`src/rtl/addr_sweep_ctrl.sv`:
```
// addr_sweep_ctrl: sweeps a lookup memory over a wrapping address range
// [first_addr .. last_addr], captures each registered read beat and reports
// the beat count (and optionally an XOR checksum) when the sweep completes.
//
// Optional feature macro: SWEEP_CHECKSUM_EN
//   defined   -> checksum is the XOR of every beat captured in the sweep
//   undefined -> checksum is tied to zero and no register is built
//
// state | meaning
// IDLE  | waiting for start; outputs of last sweep are held
// ISSUE | en=1, one read address per cycle until last_addr is issued
// WAIT  | en=0, last read is still in the memory / capture pipeline
// DONE  | last beat presented together with done; back to IDLE next

module addr_sweep_ctrl #(
    parameter int ADDR_W = 4,
    parameter int DATA_W = 8
) (
    input  logic              clk,
    input  logic              reset,
    input  logic              start,
    input  logic [ADDR_W-1:0] first_addr,
    input  logic [ADDR_W-1:0] last_addr,
    output logic              en,
    output logic [ADDR_W-1:0] address,
    input  logic [DATA_W-1:0] rd_data,
    output logic              data_valid,
    output logic [DATA_W-1:0] data_out,
    output logic              busy,
    output logic              done,
    output logic [ADDR_W:0]   count,
    output logic [DATA_W-1:0] checksum
);

    localparam logic [1:0] S_IDLE  = 2'd0;
    localparam logic [1:0] S_ISSUE = 2'd1;
    localparam logic [1:0] S_WAIT  = 2'd2;
    localparam logic [1:0] S_DONE  = 2'd3;

    logic [1:0]        state_q, state_d;
    logic [ADDR_W-1:0] addr_q, addr_d;
    logic [ADDR_W-1:0] last_q, last_d;
    logic              rd_pend_q;
    logic              valid_q;
    logic [DATA_W-1:0] data_q, data_d;
    logic [ADDR_W:0]   count_q, count_d;
    logic              sweep_start;

    assign sweep_start = (state_q == S_IDLE) && start;

    // Next-state and address counter; the counter wraps naturally at 2^ADDR_W.
    always_comb begin
        state_d = state_q;
        addr_d  = addr_q;
        last_d  = last_q;
        case (state_q)
            S_IDLE: begin
                if (start) begin
                    state_d = S_ISSUE;
                    addr_d  = first_addr;
                    last_d  = last_addr;
                end
            end
            S_ISSUE: begin
                if (addr_q == last_q) begin
                    state_d = S_WAIT;
                end else begin
                    addr_d = addr_q + ADDR_W'(1);
                end
            end
            S_WAIT:  state_d = S_DONE;
            S_DONE:  state_d = S_IDLE;
            default: state_d = S_IDLE;
        endcase
    end

    // Capture path: a read issued in cycle T is sampled at the end of T+1.
    always_comb begin
        data_d  = data_q;
        count_d = count_q;
        if (sweep_start) begin
            count_d = '0;
        end else if (rd_pend_q) begin
            data_d  = rd_data;
            count_d = count_q + (ADDR_W+1)'(1);
        end
    end

    // Control and capture registers.
    always_ff @(posedge clk) begin
        if (reset) begin
            state_q   <= S_IDLE;
            addr_q    <= '0;
            last_q    <= '0;
            rd_pend_q <= 1'b0;
            valid_q   <= 1'b0;
            data_q    <= '0;
            count_q   <= '0;
        end else begin
            state_q   <= state_d;
            addr_q    <= addr_d;
            last_q    <= last_d;
            rd_pend_q <= (state_q == S_ISSUE);
            valid_q   <= rd_pend_q;
            data_q    <= data_d;
            count_q   <= count_d;
        end
    end

`ifdef SWEEP_CHECKSUM_EN
    logic [DATA_W-1:0] sum_q, sum_d;

    // Running XOR of captured beats, restarted on each accepted sweep.
    always_comb begin
        sum_d = sum_q;
        if (sweep_start) begin
            sum_d = '0;
        end else if (rd_pend_q) begin
            sum_d = sum_q ^ rd_data;
        end
    end

    // Checksum register.
    always_ff @(posedge clk) begin
        if (reset) begin
            sum_q <= '0;
        end else begin
            sum_q <= sum_d;
        end
    end

    assign checksum = sum_q;
`else
    assign checksum = '0;
`endif

    assign en         = (state_q == S_ISSUE);
    assign address    = addr_q;
    assign busy       = (state_q != S_IDLE);
    assign done       = (state_q == S_DONE);
    assign data_valid = valid_q;
    assign data_out   = data_q;
    assign count      = count_q;

endmodule

```
`config.mk`:
```
export PLATFORM = sky130hd
export DESIGN_NAME = addr_sweep_ctrl
export DESIGN_NICKNAME = d
export VERILOG_FILES = /design/src/rtl/addr_sweep_ctrl.sv
export SDC_FILE = /design/constraint.sdc
export NUM_CORES = 1
export LEC_CHECK = 0
export ABC_CLOCK_PERIOD_IN_PS = 1470
export CORE_MARGIN = 2
export CORE_UTILIZATION = 39
export CTS_CLUSTER_DIAMETER = 120
export DETAILED_ROUTE_END_ITERATION = 10
export PLACE_DENSITY = 0.74
export SLEW_MARGIN = 40
export SYNTH_ARGS = -nofsm -noshare
export SYNTH_HDL_FRONTEND = slang
export SYNTH_SLANG_ARGS = --single-unit
```
`constraint.sdc`:
```
create_clock -name clk -period 1.47 [get_ports clk]
set_input_delay 0.294 -clock clk [delete_from_list [all_inputs] [get_ports clk]]
set_output_delay 0.294 -clock clk [all_outputs]
set_load 0.03 [all_outputs]
```
==> summary.md, run 1 <==
| Metric | Value |
|---|---|
| Outcome | finished clean |
| Critical Path Sink Type | primary output |
| Slew Limit Fails | 0 |
| Area Growth Syn to Fin | 43.8% |
| Clk pin slew, worst setup/hold paths | 0.14 ns |
| I/O Pins | 48 |
| Worst skew pair latency | 0.31 ns |
| EDFF count, synth | 0 |
| Initial DRC Count | 30 |
| Mapped Area | 0.00123 mm^2 |
| Core area | 0.00303 mm^2 |
| First-pass GRT wire length | 4470 um |
| Die area | 0.00362 mm^2 |
| Worst path slowest cell | dfxtp_4 |
| Hold buffer count at cts | 0 |
| Gr usage total | 16.3% |
| Vias in the first global route | 1,058 |
| Filler cells | 274 |
| Power density over cell area | 1720 mW/mm^2 |
| Number of iterations in the first detailed-routing pass | 4 |
| Synth warn | 0 |
| Row count | 20 |
| Num CTS Buffers | 3 |
| CP arrival | 1.14 ns |
| Setup Viol. Count Final | 0 |
| Die width | 60.2 um |
| Crit-path max FO | 4 |
| Mapped Cells | 146 |
| Vias | 1,115 |
| Top FF cell, synth | dfxtp_1 |
| Fmax | 695 MHz |
| Syn avg cell area | 8.43 um^2 |
| Detailed placer's ending HPWL | 2200 um |
| Final count of hold timing violations | 0 |
| Seq cells post-synth | 25 |
| Pin count of the biggest net entering global routing | 16 |
| Number of max-cap violations | 0 |
| Final worst-path cycle share | 97.9% |
| CTS Buffer Depth | 2 |
| Post-DR wirelength/cell | 12.0 um |
| Register area share after synthesis | 40.7% |
| Post-route clock skew | 0.00190 ns |
| WS Path Type | flop to primary output |
| Startpoint class of the critical path | flop |
| Ant diodes | 0 |
| # DRC | 0 |
| Routed Wire Length | 2860 um |
| Async set-reset flop share out of synthesis | 0% |
| Routed Antenna Nets | 0 |
| Total Power | 3.04 mW |
| Setup WS post-layout | 0.0314 ns |
| Antenna violations before repair | 0 |
| Hold Path Class | flop to flop |
| Gr ovfl total | 0 |
| Max VDD drop | 985 uV |
| Vias/cell | 4.68 |
| Layout cells sized above 1 | 22.2% |
| Count of cell types in the netlist | 32 |
| Worst Path Required | 1.18 ns |
| Height of the die | 60.2 um |
| Crit path largest cell delay | 0.41 ns |
| Final net count | 221 |
| CTS tree | yes |
| Lkg Pwr | 0.757 nW |
| Post-route minimum period | 1.44 ns |
| RD Place Congestion | 0.829 |
| Clock Sinks | 25 |
| # port buffers | 39 |
| Unrepaired setup endpoints after global routing | true |
| H-tree levels | 1 |
| Worst slack at placement | -0.134 ns |
| Root buf cell | clkbuf_4 |
| Initial Utilization | 40.7% |
| Crit-path cells | inv_4, ha_4, inv_2, buf_6 |
==> state kept, by name, summed over array words and instances, names as in the netlist <==
name,cells
address,4
last_q,4
data_out,8
rd_pend_q,1
state_q,2
count,5
data_valid,1
==> path summary, 6_finish.rpt <==
kind	start	to	slack, ns	cells past startpoint
max	state_q[0]	busy	0.03	4
min	data_out[4]	data_out[4]	0.46	2
max reg2reg	state_q[1]	state_q[0]	0.06	6
min reg2reg	data_out[4]	data_out[4]	0.46	2
==> worst max-delay path, delay by kind of cell (launching register included) <==
kind	cells	cell delay [ns]
adder cells (fa/ha/maj)	1	0.17
buffers and inverters	3	0.25
flip-flops	1	0.41
==> where the power goes <==
part	internal [mW]	leakage, nW	switching, mW	total [mW]
Combinational	0.795	0.537	0.921	1.72
Sequential	0.833	0.206	0.175	1.01
Clock	0.104	0.0139	0.212	0.316
==> placed cells by master (no fill, tap or decap), drive strengths merged, types with 2 or more instances in the layout <==
cell            n
dlygate4sd2    11
and2            2
conb            8
a21oi          13
xnor2           6
inv             8
dfxtp          25
clkdlybuf4s50  18
nor2b           2
o21ai           4
clkbuf          8
nand2          32
buf            14
nor2            9
xor2            3
nand4           3
ha              7
clkdlybuf4s15   2
mux2i           5
==> through the flow <==
| stage | setup TNS (ns) | instance area (um^2) | std cells | hold WS, ns | util, % |
|---|---|---|---|---|---|
| 3_5_place_dp | -0.965 | 1700 | 233 | 0.446 | 56.1 |
| 2_1_floorplan | 0 | 1260 | 153 | 0.430 | - |
| 5_1_grt | -0.0163 | 1770 | 238 | 0.489 | 58.5 |
| 6_report | 0 | 1770 | 238 | 0.464 | 58.5 |
| 3_3_place_gp | -0.468 | 1700 | 233 | 0.445 | 56.1 |
| 4_1_cts | -0.0458 | 1710 | 237 | 0.463 | 56.6 |
==> synthesized netlist by cell type, types with 2 or more instances <==
| master | number | share of area (%) |
|---|---|---|
| ha_1 | 7 | 7.1 |
| and2_1 | 2 | 1.0 |
| dfxtp_1 | 25 | 41 |
| mux2i_1 | 5 | 4.1 |
| nor2b_1 | 2 | 1.0 |
| nor2_1 | 9 | 2.7 |
| clkbuf_1 | 5 | 1.5 |
| a21oi_1 | 12 | 4.9 |
| nand4_1 | 3 | 1.5 |
| o21ai_0 | 4 | 1.6 |
| inv_1 | 7 | 2.1 |
| buf_4 | 8 | 4.9 |
| xor2_1 | 3 | 2.1 |
| xnor2_1 | 5 | 3.6 |
| nand2_1 | 32 | 9.8 |
==> metal layers <==
| layer | part of all wire, % | wire length [um] | GRT usage, % | vias up |
|---|---|---|---|---|
| met1 | 42 | 1190 | 18.7 | 521 |
| li1 | - | - | - | 564 |
| met2 | 54 | 1530 | 30.0 | 24 |
| met5 | 0 | 0 | 0 | - |
| met3 | 3.3 | 94 | 2.81 | 6 |
| met4 | 1.5 | 42 | 5.40 | 0 |
==> cell families after synthesis <==
| kind of cell | synth area share (%) |
|---|---|
| XOR/XNOR | 7.01 |
| AND/OR/NAND/NOR | 18.6 |
| adder cells (fa/ha/maj) | 7.11 |
| multiplexers | 4.07 |
| other | 0.305 |
| flip-flops | 40.7 |
| AO/OA/AOI/OAI | 13.4 |
| buffers and inverters | 8.84 |
==> what timing repair did <==
action | in CTS | in global routing
pin swaps | 0 | 4
setup endpoints to repair | 31 | 23
gates resized for setup | 21 | 26
setup buffers | 0 | 1
==> area by class of cell <==
type,instances,area [um^2],share of cell area [%]
multi-input cells,107,713,40.3
flip-flops and latches,25,509,28.8
repair buffers,50,430,24.3
well taps,44,55.1,3.11
inverters,8,32.5,1.84
clock buffers,3,22.5,1.27
clock inverters,1,7.51,0.424
Note: power is estimated with default switching activity, not from simulation.
==> run 2, diff against run 1 <==
- CORE_MARGIN: 2 -> default
==> summary.md, run 2 (synthesis gave the netlist of run 1 again) <==
| Metric | Value |
|---|---|
| Outcome | finished clean |
| Slew Limit Fails | 0 (unchanged) |
| Fin area | 0.00180 mm^2 (+1.8%) |
| Lkg Pwr | 0.757 nW (about the same) |
| Clk pin slew, worst setup/hold paths | 0.14 ns (about the same) |
| WS Path Type | flop to primary output |
| Commonest non-fill, non-tap cells in the layout | nand2_1 (32), dfxtp_1 (18), clkdlybuf4s50_1 (18) |
| Setup Viol. Count Final | 0 (unchanged) |
| # port buffers | 39 (unchanged) |
| # DRC | 0 (unchanged) |
| Gr ovfl total | 0 (unchanged) |
| Setup Buffers After CTS | 0 (unchanged) |
| Detailed placer's ending HPWL | 2130 um (-3.1%) |
| Die area | 0.00339 mm^2 (-6.5%) |
| Routed Antenna Nets | 0 (unchanged) |
| Sequential standard cell area | 512 um^2 (+0.49%) |
| Row count | 20 (unchanged) |
| Die width | 58.2 um (-3.3%) |
| Worst Path Required | 1.18 ns (about the same) |
| Hold Path Class | flop to flop |
| CTS tree | yes |
| Worst Hold Slack | 0.463 ns (-0.000618 ns) |
| Post-DR wirelength/cell | 11.5 um (-4.1%) |
| Post-route clock skew | 0.000973 ns (-0.000924 ns) |
| Fmax | 702 MHz (+1.1%) |
| Antenna violations before repair | 0 (unchanged) |
| CTS Buffer Depth | 2 (unchanged) |
| Crit-path max FO | 4 (unchanged) |
| Dpl cell area | 0.00170 mm^2 (unchanged) |
| Initial DRC Count | 55 (+83%) |
| Final worst-path cycle share | 96.8% (-1.0 points) |
| Max VDD drop | 791 uV (-20%) |
| Commonest non-fill, non-tap cell in the layout | nand2_1 |
| Core area | 0.00303 mm^2 (unchanged) |
| Multi-input gate area | 731 um^2 (+2.5%) |
| Largest register FFs | 8 (unchanged) |
| Vias | 1,111 (-0.36%) |
| Number of iterations in the first detailed-routing pass | 4 (unchanged) |
| Routed Wire Length | 2730 um (-4.5%) |
| Height of the die | 58.2 um (-3.3%) |
| Vias in the first global route | 1,086 (+2.6%) |
| First-pass GRT wire length | 4440 um (-0.63%) |
| Initial Utilization | 40.7% (unchanged) |
| Final count of hold timing violations | 0 (unchanged) |
| Gr usage total | 16.8% (+0.50 points) |
| Power density over cell area | 1710 mW/mm^2 (-0.21%) |
| Final net count | 220 (-0.45%) |
| Vias/cell | 4.69 (about the same) |
| Filler cells | 261 (-4.7%) |
| Layout cells sized above 1 | 23.8% (+1.7 points) |
| I/O Pins | 48 (unchanged) |
| Pin count of the biggest net entering global routing | 16 (unchanged) |
| Number of max-cap violations | 0 (unchanged) |
| Root buf cell | clkbuf_4 |
| Worst skew pair latency | 0.31 ns (about the same) |
| Clock Sinks | 25 (unchanged) |
| Area Growth Syn to Fin | 46.3% |
| Startpoint class of the critical path | flop |
| CP arrival | 1.13 ns (about the same) |
| RD Place Congestion | 0.901 (+8.7%) |
| Ant diodes | 0 (unchanged) |
| Num CTS Buffers | 3 (unchanged) |
| Critical Path Sink Type | primary output |
| H-tree levels | 1 (unchanged) |
| Post-route minimum period | 1.42 ns (-0.0150 ns) |
[run 2: what timing repair did]
item,4_1_cts,5_1_grt
pin swaps,0,2
resized for setup,21,33
hold buffers,0,0
setup endpoints to repair,32,19
[run 2: power breakdown]
group	total [mW]	switching [mW]	leakage [nW]	internal, mW
sequential	1.02	0.181	0.207	0.835
clock	0.304	0.200	0.0139	0.104
combinational	1.77	0.945	0.536	0.821
total	3.09	1.33	0.757	1.76
[run 2: layer usage]
layer  up-vias  wire [um]  GRT usage, %
met5         -          0             0
met4         0         19          4.76
met3         2         83          3.35
met2        18       1420          30.0
met1       521       1210          20.2
li1        570          -             -
[run 2: path summary, 6_finish.rpt]
kind	startpoint	endpoint	slack [ns]	depth (start not counted)
worst max-delay path	state_q[0]	busy	0.05	4
worst min-delay path	data_out[5]	data_out[5]	0.46	2
worst max register to register	state_q[0]	state_q[0]	0.07	5
worst min register to register	data_out[5]	data_out[5]	0.46	2
[run 2: worst max-delay path: stages (launching register included)]
cell	delay (ns)
dfxtp_4	0.41
inv_4	0.05
ha_4	0.17
inv_2	0.07
buf_6	0.12
[run 2: final cells by class]
class / count / area share (%)
clock buffers: 3 / 1.25
flip-flops and latches: 25 / 28.4
multi-input cells: 107 / 40.6
clock inverters: 1 / 0.417
inverters: 8 / 1.94
repair buffers: 49 / 24.4
well taps: 44 / 3.06
[run 2: stage by stage]
step,power [mW],util [%],TNS (ns),cells,setup WS (ns)
floorplan,2.00,-,0,153,0.00566
CTS,2.83,56.6,-0.0670,237,-0.0292
detailed placement,2.56,56.1,-0.901,233,-0.122
finish,3.09,59.5,0,237,0.0464
global placement,2.50,56.1,-0.462,233,-0.0689
global route,3.30,59.5,-0.00208,237,-0.00208
==> run 3, diff against run 2 <==
- ABC_CLOCK_PERIOD_IN_PS: 1470 -> 1600
- CORE_UTILIZATION: 39 -> 43
- PLACE_DENSITY: 0.74 -> 0.77
- clock period: 1.47 -> 1.6 ns (I/O delays scaled with it)
==> summary.md, run 3 (synthesis gave the netlist of run 1 again) <==
| Metric | Value |
|---|---|
| Area Growth Syn to Fin | 36.6% |
| Root buf cell | clkbuf_4 |
| Startpoint class of the critical path | flop |
| Num CTS Buffers | 3 (unchanged) |
| Post-route minimum period | 1.53 ns |
| Routed Antenna Nets | 0 (unchanged) |
| H-tree levels | 1 (unchanged) |
| Crit path largest cell delay | 0.39 ns (-0.02 ns) |
| Commonest non-fill, non-tap cells in the layout | nand2_1 (32), dfxtp_1 (22), clkdlybuf4s50_1 (18) |
| Ant diodes | 0 (unchanged) |
| Die area | 0.00308 mm^2 (-9.0%) |
| Vias in the first global route | 1,066 (-1.8%) |
| Vias | 1,099 (-1.1%) |
| Vias/cell | 4.97 (+6.1%) |
| Clock Sinks | 25 (unchanged) |
| Final net count | 217 (-1.4%) |
| I/O Pins | 48 (unchanged) |
| First-pass GRT wire length | 4620 um (+4.1%) |
| Largest register FFs | 8 (unchanged) |
| Slew Limit Fails | 0 (unchanged) |
| Final count of hold timing violations | 0 (unchanged) |
| Initial Utilization | 45.0% (+4.4 points) |
| Unrepaired setup endpoints after global routing | false |
| Worst path slowest cell | dfxtp_2 |
| Die width | 55.5 um (-4.6%) |
| Number of iterations in the first detailed-routing pass | 4 (unchanged) |
| Total Power | 2.62 mW (-15%) |
| CTS Buffer Depth | 2 (unchanged) |
| Routed Wire Length | 2740 um (+0.33%) |
| Clk pin slew, worst setup/hold paths | 0.14 ns (about the same) |
| Gr usage total | 19.0% (+2.2 points) |
| Hold Path Class | flop to flop |
| # port buffers | 39 (unchanged) |
| Lkg Pwr | 0.746 nW (-1.4%) |
| Filler cells | 264 (+1.1%) |
| Final worst-path cycle share | 95.9% |
| Number of max-cap violations | 0 (unchanged) |
| Antenna violations before repair | 0 (unchanged) |
| Worst skew pair latency | 0.33 ns (+0.02 ns) |
| Power density over cell area | 1560 mW/mm^2 (-9.1%) |
| Detailed placer's ending HPWL | 2060 um (-3.3%) |
| Hold buffer count at cts | 0 (unchanged) |
| Height of the die | 55.5 um (-4.6%) |
| Total negative slack | 0 ns (unchanged) |
| Core area | 0.00273 mm^2 (-9.7%) |
| Setup Buffers After CTS | 0 (unchanged) |
| Setup Viol. Count Final | 0 (unchanged) |
| Pin count of the biggest net entering global routing | 16 (unchanged) |
| Crit-path cells | inv_2, ha_4, inv_1, buf_4 |
| Initial DRC Count | 24 (-56%) |
| Worst slack at placement | -0.0413 ns (+0.0806 ns) |
| Post-DR wirelength/cell | 12.4 um (+7.6%) |
| Post-route clock skew | 0.00402 ns (+0.00305 ns) |
| CP arrival | 1.21 ns (+0.08 ns) |
| WS Path Type | flop to primary output |
| Crit-path max FO | 4 (unchanged) |
| Fmax | 652 MHz |
| Critical Path Sink Type | primary output |
| Commonest non-fill, non-tap cell in the layout | nand2_1 |
| Worst Path Required | 1.28 ns (+0.10 ns) |
| Setup WS post-layout | 0.0660 ns (+0.0196 ns) |
| Sequential standard cell area | 507 um^2 (-0.98%) |
| Worst Hold Slack | 0.462 ns (-0.00156 ns) |
| Max VDD drop | 1210 uV (+54%) |
| Outcome | finished clean |
| Gr ovfl total | 0 (unchanged) |
| Multi-input gate area | 673 um^2 (-7.9%) |
| CTS tree | yes |
| RD Place Congestion | 0.879 (-2.5%) |
| # DRC | 0 (unchanged) |
| Layout cells sized above 1 | 14.7% (-9.1 points) |
| Row count | 19 (-5.0%) |
run 3: cell count changes in the layout (fill, tap and decap cells not counted), moves of 2 or more:
| cell | previous run | this run |
|---|---|---|
| buf_6 | 3 | 0 |
| clkdlybuf4s15_1 | 3 | 0 |
| dfxtp_1 | 18 | 22 |
| dfxtp_2 | 6 | 2 |
| dlygate4sd2_1 | 12 | 16 |
| ha_1 | 3 | 5 |
| ha_2 | 2 | 0 |
| inv_1 | 3 | 5 |
| inv_4 | 2 | 0 |
| xnor2_1 | 2 | 5 |
| xnor2_2 | 4 | 1 |
run 3: layout make-up:
type | instances | area share, %
clock buffer | 3 | 1.34
clock inverter | 1 | 0.446
inverter | 8 | 1.79
multi-input combinational | 107 | 40.0
sequential | 25 | 30.1
tap | 31 | 2.31
timing repair buffer | 46 | 24.0
run 3: final timing paths:
kind | start | endpoint | slack (ns) | cells past startpoint
worst max register to register | state_q[1] | address[2] | 0.07 | 6
worst max-delay path | state_q[1] | busy | 0.07 | 4
worst min register to register | data_out[1] | data_out[1] | 0.46 | 2
worst min-delay path | data_out[1] | data_out[1] | 0.46 | 2
run 3: metrics by stage:
| step | utilization, % | cell area, um^2 | std cells |
|---|---|---|---|
| after floorplan | - | 1260 | 153 |
| after global placement | 60.5 | 1660 | 217 |
| after detailed placement | 60.5 | 1660 | 217 |
| after CTS | 61.1 | 1670 | 221 |
| after global routing | 61.5 | 1680 | 221 |
| final | 61.5 | 1680 | 221 |
run 3: critical path: cells and delay by family (launching register included):
family                     cells  cell delay, ns
DFF                            1            0.39
buffers and inverters          3            0.32
adders and majority gates      1            0.17
run 3: what timing repair did:
action,in CTS,in global routing
gates cloned,0,0
setup endpoints to repair,22,7
gates resized for setup,23,12
run 3: report_power, final:
| group | internal, mW | leakage [nW] | total (mW) | switching, mW |
|---|---|---|---|---|
| sequential | 0.761 | 0.205 | 0.908 | 0.148 |
| clock | 0.0959 | 0.0139 | 0.299 | 0.203 |
| combinational | 0.605 | 0.527 | 1.41 | 0.805 |
| total | 1.46 | 0.746 | 2.62 | 1.16 |
run 3: layer usage:
metal,GRT usage [%],part of all wire [%]
met1,22.3,44
met2,32.4,47
met3,4.22,5.5
met4,9.64,3.5
met5,0,0
==> variant 1: new RTL, config.mk and constraints of run 2 <==
`DATA_W`: 8 -> 9.
--- a/src/rtl/addr_sweep_ctrl.sv
+++ b/src/rtl/addr_sweep_ctrl.sv
@@ -14,7 +14,7 @@
 
 module addr_sweep_ctrl #(
     parameter int ADDR_W = 4,
-    parameter int DATA_W = 8
+    parameter int DATA_W = 9
 ) (
     input  logic              clk,
     input  logic              reset,
Ports: changed (resized checksum, data_out and rd_data); port bits go from 48 to 51. The function was not compared with the original's and may differ.
==> variant 1 against run 2 <==
The flow now finishes with violations (negative setup slack); largest cell class unchanged; synthesized area grew 3.5%; register-to-register slack got worse by 60 ps; power is 8.2% higher; worst setup slack got worse by 77 ps; hold slack got worse by 0.67 ps; count of clock-buffer cells in the layout unchanged; fmax is 5.1% lower; highest routed layer unchanged; design area up 4.1%; global-route usage increased by 0.091 points; die area rose by 3.3%; routed wire length grew 2.3%; sequential cell count rose by 1.
==> variant 1: results (changes against run 2) <==
Synth Area in Adders 6.88% (-0.24 points); GR Layer Usage met3 3.28% (-0.073 points); cells after synthesis 151 (+3.4%); final setup violation count 1 (+1); Seq/Total Area, Yosys 40.9% (+0.21 points); CP max stage cell dfxtp_2; Worst VDD drop 1050 µV (+33%); Pleak 0.804 nW (+6.2%); fin worst setup slack -30.7 ps (-77.1 ps); met1 Use GR 20.7% (+0.46 points); outcome finished with violations; max incr delay on CP 370 ps (-40 ps); crit path max fanout 5 (+1); final net count 231 (+5.0%); Synth Area in XOR/XNOR 6.78% (-0.23 points); Setup TNS -30.7 ps (-30.7 ps); failing checks negative setup slack; met2 Usage GRT 29.4% (-0.67 points); vias in the first global route 1,133 (+4.3%); Met2 Routed Length 1.40 mm (-1.6%); Placed Area 1760 µm² (+3.9%); Final GP Congestion 0.822 (-8.7%); DP HPWL 2.22 mm (+4.2%); clock skew 1.72 ps (+0.752 ps); layout cells sized above 1 22.7% (-1.2 points); Post-Route WL 2.79 mm (+2.3%); Pint 0.00201 W (+14%)
==> variant 1: changes by cell type in the layout (fill, tap and decap cells not counted), moves of 2 or more <==
cell     change
buf_4        +3
dfxtp_1      +2
ha_1         +2
ha_2         -2
inv_1        +2
inv_4        -2
xnor2_1      +3
xnor2_2      -3
==> variant 1: cell families (layout without fill, tap and decap cells) <==
group | count (synthesis) | after routing
compound gates | 26 | 26
flops | 26 | 26
simple gates | 55 | 55
fa+ha+maj | 7 | 7
buf+inv | 22 | 66
mux | 5 | 5
other cells | 1 | 9
xor+xnor | 9 | 9
==> variant 1: final timing paths <==
| check | slack [ps] | start | endpoint | depth (start not counted) |
|---|---|---|---|---|
| setup / recovery | -30 | state_q[0] | en | 4 |
| hold / removal | 460 | data_out[1] | data_out[1] | 2 |
| setup reg to reg | 10 | state_q[0] | state_q[0] | 5 |
| hold reg to reg | 460 | data_out[1] | data_out[1] | 2 |
==> variant 1: power groups by stage <==
| stage | registers (W) | clock network (W) | logic [W] |
|---|---|---|---|
| after floorplan | 0.00116 | 0 | 0.000901 |
| after global placement | 0.00102 | 0 | 0.00157 |
| after detailed placement | 0.00103 | 0 | 0.00161 |
| after CTS | 0.00101 | 0.000499 | 0.00157 |
| after global routing | 0.00105 | 0.000532 | 0.00197 |
| final | 0.00103 | 0.000480 | 0.00183 |
==> variant 1: cell type report <==
class                   instances  area [µm²]  area share (%)
clock buffers                   3        22.5            1.20
repair buffers                 54         488            26.0
multi-input cells             111         722            38.5
flip-flops and latches         26         528            28.2
inverters                       8        30.0            1.60
clock inverters                 1        30.0            1.60
well taps                      44        55.1            2.94
==> variant 1: critical path: cells and delay by family, from the launching register on <==
family | cells | cell delay, ps
adders and majority gates | 1 | 170
DFF | 1 | 370
buffers and inverters | 3 | 360
==> variant 2: new RTL, flow settings as in run 2 <==
Without the edit above. Add an input register stage for `start` and `last_addr`, without a reset; this delays them by one clock. The other inputs are not delayed to match. Comments in the files are not updated.
--- a/src/rtl/addr_sweep_ctrl.sv
+++ b/src/rtl/addr_sweep_ctrl.sv
@@ -37,6 +37,14 @@
     localparam logic [1:0] S_WAIT  = 2'd2;
     localparam logic [1:0] S_DONE  = 2'd3;
 
+    logic start_q;
+    logic [ADDR_W-1:0] last_addr_q;
+
+    always_ff @(posedge clk) begin
+        start_q     <= start;
+        last_addr_q <= last_addr;
+    end
+
     logic [1:0]        state_q, state_d;
     logic [ADDR_W-1:0] addr_q, addr_d;
     logic [ADDR_W-1:0] last_q, last_d;
@@ -46,7 +54,7 @@
     logic [ADDR_W:0]   count_q, count_d;
     logic              sweep_start;
 
-    assign sweep_start = (state_q == S_IDLE) && start;
+    assign sweep_start = (state_q == S_IDLE) && start_q;
 
     // Next-state and address counter; the counter wraps naturally at 2^ADDR_W.
     always_comb begin
@@ -55,10 +63,10 @@
         last_d  = last_q;
         case (state_q)
             S_IDLE: begin
-                if (start) begin
+                if (start_q) begin
                     state_d = S_ISSUE;
                     addr_d  = first_addr;
-                    last_d  = last_addr;
+                    last_d  = last_addr_q;
                 end
             end
             S_ISSUE: begin
Function: changed (Yosys sat finds a counterexample within 4 cycles, from zero or initial values and one cycle with reset high).
==> variant 2 against run 2 <==
Final cell count grew 4.2%; critical path type is now flop to flop; sequential share of layout area up 3.0 points; worst setup slack got worse by 24 ps; die area grew 11%; global-route usage increased by 0.89 points; largest power group unchanged; first-iteration DRC count fell by 51%; critical endpoint is now state_q[0]; power rose by 16%; synthesized area is 11% higher; non-clock buffer count decreased by 1; design area up 8.1%; routed wire length is 17% higher; sequential cell count up 5; critical path depth up 1.
==> variant 2: results (changes against run 2) <==
Worst VDD drop 1300 µV (+65%); clock skew 9.21 ps (+8.24 ps); non-clock buffer count 48 (-2.0%); multi-input combinational area share 38.6% (-1.9 points); post-synth cell types 33 (+3.1%); largest net degree at the start of global routing 14 (-2); clock root buffer clkbuf_4; Worst EP arrival 1650 ps (+520 ps); # clk buffers 6 (+3); register area 611 µm² (+19%); crit path max fanout 3 (-1); Non-clock buffers, area share 21.9% (-2.5 points); number of gates resized after CTS 25 (+19%); clock-cell share of area 3.28% (+1.6 points); CP max stage cell dfxtp_4; Hold Path Depth 1 (-1); Synth Area in Adders 6.39% (-0.73 points); met2 Usage GRT 30.1% (+0.075 points); Synth area leaders dfxtp_1 (44%), nand2_1 (8.8%), ha_1 (6.4%), a21oi_1 (4.4%), buf_4 (4.4%); max incr delay on CP 370 ps (-40 ps); Vias 1,196 (+7.7%); first-pass GRT wire length 4.69 mm (+5.6%); Mapped Avg Cell Area 9.08 µm² (+7.7%); Sw Share 42.1% (-0.89 points); DP HPWL 2.27 mm (+6.6%); Compound-Gate Fraction of Synth Area 12.0% (-1.4 points); final net count 226 (+2.7%); Synth Area in XOR/XNOR 8.76% (+1.7 points); outcome completed; H-tree Lvls 2 (+1); layout cells sized above 1 25.4% (+1.5 points); cells after synthesis 151 (+3.4%); GRT Total Usage 17.7% (+0.89 points); invs w/o clock 8 (unchanged); Final GP Congestion 0.806 (-11%); M1 WL 1.32 mm (+9.1%); Pleak 0.818 nW (+8.1%); Iter 0 DRT Violations 27 (-51%); commonest cells in the netlist nand2_1 (32), dfxtp_1 (30), a21oi_1 (12), nor2_1 (9); pre-CTS WS -51.9 ps (+70.0 ps); Placed Area 1830 µm² (+7.6%); Fillers 324 (+24%); mux cell area share after synthesis 3.65% (-0.42 points); Num CTS Buffers 5 (+2); DR WL met3 100 µm (+20%); vias in the first global route 1,099 (+1.2%); GR Layer Usage met3 5.88% (+2.5 points); Met2 Routed Length 1.71 mm (+20%); hold wc startpoint last_addr[0]; Post-Route WL 3.20 mm (+17%); Core Util, Final 57.9% (-1.6 points); number of synthesized flops with an enable pin 0 (unchanged); Layout Cells excl Fill 247 (+4.2%); Clock Pin Slew Worst Setup and Hold Paths 100 ps (-40 ps); Seq/Total Area, Yosys 43.8% (+3.1 points)
-- variant 2: cell count changes in the layout (fill, tap and decap cells not counted), sizes merged --
cell / before / now
dfxtp: 25 / 30
clkdlybuf4s15: 3 / 1
buf: 13 / 12
clkinv: 0 / 1
clkbuf: 6 / 11
-- variant 2: path summary, 6_finish.rpt --
check	end	slack, ps
worst max register to register	state_q[0]	20
worst min register to register	last_q[3]	440
worst min-delay path	last_addr_q[0]	410
worst max-delay path	state_q[0]	20
-- variant 2: power groups by stage --
stage	clock network, W	registers, W	logic, W
floorplan	0	0.00129	0.000951
global placement	0	0.00116	0.00155
detailed placement	0	0.00117	0.00161
CTS	0.000545	0.00116	0.00160
global route	0.000605	0.00119	0.00202
finish	0.000529	0.00118	0.00188
-- variant 2: worst register-to-register path: cells and delay by family, from the launching register on --
kind            cells  cell delay [ps]
simple gates        1              250
buf+inv             2              190
fa+ha+maj           1              170
flops               1              370
compound gates      1              360
